$ cat src/rtl/stream_packer.sv
// Purpose: packs RATIO consecutive WIDTH-bit beats into one WIDTH*RATIO-bit word with a lane keep mask; in_last flushes a partial word.
// Latency: out_valid rises the cycle after the completing beat is accepted; one input beat per cycle, also while a word drains.
// Backpressure: in_ready = ~out_valid | out_ready; a held word keeps out_* stable and stalls the input.
//
// Ports:
//   clk, rstn             clock, asynchronous active-low reset
//   in_valid/in_ready     narrow input handshake; in_data beat, in_last ends packet
//   out_valid/out_ready   packed output handshake
//   out_data              lane k = bits [k*WIDTH +: WIDTH]; unfilled lanes read 0
//   out_keep              bit k set => lane k holds a real beat (contiguous from bit 0)
//   out_last              word ends a packet
module stream_packer #(
  parameter int WIDTH = 32,
  parameter int RATIO = 4
) (
  input  logic                   clk,
  input  logic                   rstn,
  input  logic                   in_valid,
  input  logic [WIDTH-1:0]       in_data,
  input  logic                   in_last,
  output logic                   in_ready,
  output logic                   out_valid,
  output logic [WIDTH*RATIO-1:0] out_data,
  output logic [RATIO-1:0]       out_keep,
  output logic                   out_last,
  input  logic                   out_ready
);

  localparam int CW = (RATIO > 1) ? $clog2(RATIO) : 1;

  typedef enum logic {ASSEMBLE = 1'b0, FULL = 1'b1} state_t;

  state_t        state;
  logic [CW-1:0] cnt;   // next lane to fill while assembling; 0 while FULL
  logic          in_fire;
  logic          last_lane;

  // Ready depends only on our own registered valid and the consumer's ready,
  // so there is no combinational path from in_valid back to in_ready.
  assign in_ready  = ~out_valid | out_ready;
  assign in_fire   = in_valid & in_ready;
  assign last_lane = (cnt == CW'(RATIO - 1));

  always_ff @(posedge clk or negedge rstn) begin
    if (!rstn) begin
      state     <= ASSEMBLE;
      cnt       <= '0;
      out_valid <= 1'b0;
      out_data  <= '0;
      out_keep  <= '0;
      out_last  <= 1'b0;
    end else begin
      case (state)
        ASSEMBLE: begin
          if (in_fire) begin
            // Constant-index lane write keeps the part-select widths static.
            for (int k = 0; k < RATIO; k++) begin
              if (cnt == CW'(k)) begin
                out_data[k*WIDTH +: WIDTH] <= in_data;
                out_keep[k]                <= 1'b1;
              end
            end
            if (last_lane || in_last) begin
              state     <= FULL;
              out_valid <= 1'b1;
              out_last  <= in_last;
              cnt       <= '0;
            end else begin
              cnt <= cnt + CW'(1);
            end
          end
        end

        FULL: begin
          if (out_ready) begin
            if (in_valid) begin
              // Old word drains while the new beat lands in lane 0, so the
              // stream keeps one beat per cycle across word boundaries.
              out_data <= {{(WIDTH*(RATIO-1)){1'b0}}, in_data};
              out_keep <= {{(RATIO-1){1'b0}}, 1'b1};
              if (in_last) begin
                out_last <= 1'b1;
              end else begin
                state     <= ASSEMBLE;
                out_valid <= 1'b0;
                out_last  <= 1'b0;
                cnt       <= CW'(1);
              end
            end else begin
              state     <= ASSEMBLE;
              out_valid <= 1'b0;
              out_data  <= '0;
              out_keep  <= '0;
              out_last  <= 1'b0;
            end
          end
        end

        default: begin
          state     <= ASSEMBLE;
          out_valid <= 1'b0;
          cnt       <= '0;
        end
      endcase
    end
  end

endmodule

$ cat config.mk
export PLATFORM = sky130hd
export DESIGN_NAME = stream_packer
export DESIGN_NICKNAME = d
export VERILOG_FILES = /design/src/rtl/stream_packer.sv
export SDC_FILE = /design/constraint.sdc
export NUM_CORES = 1
export LEC_CHECK = 0
export CORE_UTILIZATION = 40
export CTS_BUF_LIST = sky130_fd_sc_hd__clkbuf_16
export CTS_CLUSTER_SIZE = 40
export DETAILED_ROUTE_END_ITERATION = 16
export HOLD_SLACK_MARGIN = 0.03
export PLACE_DENSITY = 0.69
export SETUP_SLACK_MARGIN = 0.3
export SYNTH_ARGS = -nofsm -noshare
export SYNTH_HDL_FRONTEND = slang
export SYNTH_SLANG_ARGS = --single-unit
$ cat constraint.sdc
create_clock -name clk -period 4 [get_ports clk]
set_clock_uncertainty 0.15 [all_clocks]
set_input_delay 0.8 -clock clk [delete_from_list [all_inputs] [get_ports clk]]
set_output_delay 0.8 -clock clk [all_outputs]
set_load 0.02 [all_outputs]
After elaboration in Yosys (flattened, before gate mapping)

Cells that the tools add are included.

Add/sub/neg operators: 1
Equal/unequal tests: 13
Mux-type cells: 38
Bitwise logic cells: 4
Reductions and logical operators: 9

Operator list:

| cell                                                             | number |
|---|---|
| 128-bit 2-to-1 mux                                               | 2 |
| 128-bit case mux with 2 select lines                             | 1 |
| 32-bit 2-to-1 mux                                                | 5 |
| 1-bit 2-to-1 mux                                                 | 18 |
| 2-bit inequality test (second input constant)                    | 9 |
| 3-bit AND reduction                                              | 5 |
| 2-bit 2-to-1 mux                                                 | 5 |
| 4-bit 2-to-1 mux                                                 | 2 |
| 4-bit case mux with 2 select lines                               | 1 |
| 4-bit AND reduction                                              | 2 |
| 1-bit case mux with 2 select lines                               | 3 |
| 2-bit == test (second input constant)                            | 2 |
| 2-bit case mux with 2 select lines                               | 1 |
| 3-bit inequality test (second input constant)                    | 1 |
| 2-bit by 1-bit adder with 2-bit output (second input constant)   | 1 |
| 2-bit by 1-bit == test with 1-bit output (second input constant) | 1 |
| 2-bit zero test                                                  | 1 |
| 1-bit NOT                                                        | 2 |
| 1-bit AND                                                        | 1 |
| 1-bit logical OR                                                 | 1 |
| 1-bit OR                                                         | 1 |

Bits in registers: 137
Input bits: 37
Output and inout bits: 135
Word-level logic and storage cells: 77

Longest topological paths before layout

Depth after elaboration: 5
Gate-level depth with buffers: 7
Depth with buffers taken out: 5

Least setup slack after synthesis

Ideal clock, no wire load.

Path kind: input to output
Start: in out_ready
End: out in_ready
Arrival: 1217 ps
Path slack: 1833 ps
Stages on the path: 2
Buffers on the path: 1
Cells stage by stage: nand2b_1 > clkbuf_1

Word-level cells in the longest chain between the ends: 1

RTL lines:

| what               | RTL line | text |
|---|---|---|
| start: declaration | 26       | `input logic out_ready` |
| 1-bit OR           | 40       | `assign in_ready = ~out_valid \| out_ready;` |
| end: declaration   | 21       | `output logic in_ready,` |

Every way passes these cells.

Worst setup path after layout

Ends and elaborated chain as after synthesis.

==> flow_summary.json <==
{
  "clock-root-buffer": "clkbuf_16",
  "first_global_vias": 4187,
  "synth_edf_count": 0,
  "antenna_cells": 0,
  "area_growth_pct": 41.0,
  "layout_common_cells": "clkdlybuf4s50_1, dfrtp_1, mux2_2",
  "maxCapViolCount": 0,
  "rsz0062_at_grt": "false",
  "io_buffer_count": 171,
  "cts_sinks": 137,
  "dp_hpwl_mm": 9.98,
  "yosys.area.top_type": "dfrtp_1",
  "required_ns": 3.05,
  "ys_seq_area_share_pct": 58.1,
  "crit_buf_inv": 2,
  "grt_max_degree": 116,
  "ir_drop_uv": 404,
  "place_area_um2": 7750,
  "cts_tree": "done",
  "drc": 0,
  "hold_slack_ns": 0.353,
  "p_leak_uw": 0.00365,
  "via_per_inst": 5.06,
  "p_per_area_nw_per_um2": 908,
  "synthCells": 441,
  "synth_cell_types": 34,
  "setup_tns_ns": 0,
  "critical_path_arrival_ns": 2.42,
  "path_class": "input port to primary output",
  "grt_usage_pct": 20.3,
  "cts_setup_buffers": 0,
  "path_cells": "clkdlybuf4s50_1 -> nand2b_1 -> clkdlybuf4s50_1",
  "nNetsFinal": 648,
  "yosys_warnings": 0,
  "drtPass1Iterations": 4,
  "p_total_uw": 7550,
  "numCtsBuffers": 17,
  "async_reset_ff_share_pct": 100,
  "worstSetupEndpointType": "primary output",
  "layout-drive-gt1-share_pct": 22.8,
  "core_um2": 14500,
  "die_h_um": 123,
  "cts.reportedPaths.clkPinSlew_ns": 0.05,
  "wirelength_mm": 14.7,
  "htree_num_levels": 4,
  "detail-route-antenna-nets": 0,
  "synth.top_cell.area_share_pct": 58.1,
  "grt_pass1_wl_mm": 23.0,
  "drt_iter0_markers": 149,
  "startpoint_type": "input port",
  "syn-num-nets": 482,
  "crit_path_max_incr_delay_ns": 0.66,
  "worstMarginPinSlew_ns": 1.06,
  "cts_resized": 0,
  "final_common_cell": "clkdlybuf4s50_1",
  "postLayoutCoreUtil_pct": 57.4,
  "rows": 44,
  "synth_seq_cells": 137,
  "min_period_ns": 3.37,
  "gr-total-overflow": 0,
  "vias": 4066,
  "slowest_stage": "clkdlybuf4s50_1",
  "cp_common_cell": "clkdlybuf4s50_1",
  "hold_buffers": 0,
  "clkLatencyLatePin_ns": 0.42,
  "synth_ff_type": "dfrtp_1",
  "wl_per_cell_um": 18.3,
  "boundaryPins": 172,
  "syn_area_per_cell_um2": 13.4,
  "design_area_um2": 8320,
  "gp_congestion": 0.765,
  "netlist_area_um2": 5900,
  "hold_viol_final": 0,
  "die_x_um": 123,
  "die_area_um2": 15200,
  "crit_path_max_fanout": 8,
  "setup_viol": 0,
  "status": "complete, no violations",
  "hold_class": "flop to flop",
  "start_util_pct": 40.7,
  "fmax_mhz": 297,
  "antenna_found_initial": 0,
  "synth_area_leaders": "dfrtp_1, mux2_2, mux2_4, o31ai_1, nor2b_1",
  "path_delay_family": "buffers and inverters",
  "slew_viol_final": 0,
  "fin_crit_sh_pct": 84.1,
  "clk_path_buf_depth": 2,
  "slew_headroom_pct": 29.0
}
-- registers in the layout, indices dropped and copies added, names as in the netlist --
signal and flops:
out_data 128, cnt 2, state 1, out_last 1
out_valid 1, out_keep 4
-- layer usage --
| metal | up-vias | part of all wire [%] | GRT usage [%] |
|---|---|---|---|
| met2 | 115 | 50 | 33.3 |
| li1 | 1894 | - | - |
| met3 | 19 | 6.4 | 6.87 |
| met5 | - | 0 | 0 |
| met4 | 0 | 1.3 | 6.70 |
| met1 | 2038 | 43 | 25.1 |
-- worst paths after layout --
check / to / start / depth (start not counted) / slack, ns
max in group asynchronous: out_data[23] / rstn / 2 / 2.45
max: in_ready / out_ready / 3 / 0.63
max reg2reg: out_data[66] / state / 4 / 1.55
min in group asynchronous: out_data[101] / rstn / 1 / 0.36
min reg2reg: out_data[95] / out_data[95] / 1 / 0.35
min: out_data[95] / out_data[95] / 1 / 0.35
-- cell type report --
class,count,area (µm²)
fillers,1165,6160
flip-flops and latches,137,3430
clock inverters,14,143
inverters,3,11.3
multi-input cells,267,2250
repair buffers,181,1830
well taps,184,230
clock buffers,17,425
-- cells by family after synthesis --
family,share of synthesized area (%)
buffers and inverters,3.88
DFF,58.1
AOI/OAI and AO/OA,9.02
and+or+nand+nor,7.36
muxes,20.8
adders and majority gates,0.849
-- cells in the mapped netlist, types with 2 or more instances --
master and count:
a21oi_1 9, a31oi_1 3, and2b_1 3, buf_1 3
buf_12 3, buf_2 6, buf_4 7, clkbuf_1 14
dfrtp_1 137, ha_1 4, inv_1 3, mux2_1 2
mux2_2 65, mux2_4 30, mux2i_1 2, nand2_1 36
nand2b_1 2, nor2_1 2, nor2_4 2, nor2b_1 31
o21ai_0 33, o31ai_1 32
-- metrics by stage --
stage	cells	setup slack, ns
floorplan	441	1.83
global route	803	0.607
detailed placement	772	0.687
finish	803	0.635
global placement	772	0.748
CTS	803	0.679
-- report_power, final --
group	switching, µW	internal, µW	leakage [µW]
Clock	570	958	0.000297
Sequential	383	2030	0.00170
Combinational	1770	1840	0.00165
No activity file was read; power rests on OpenSTA's default activity.
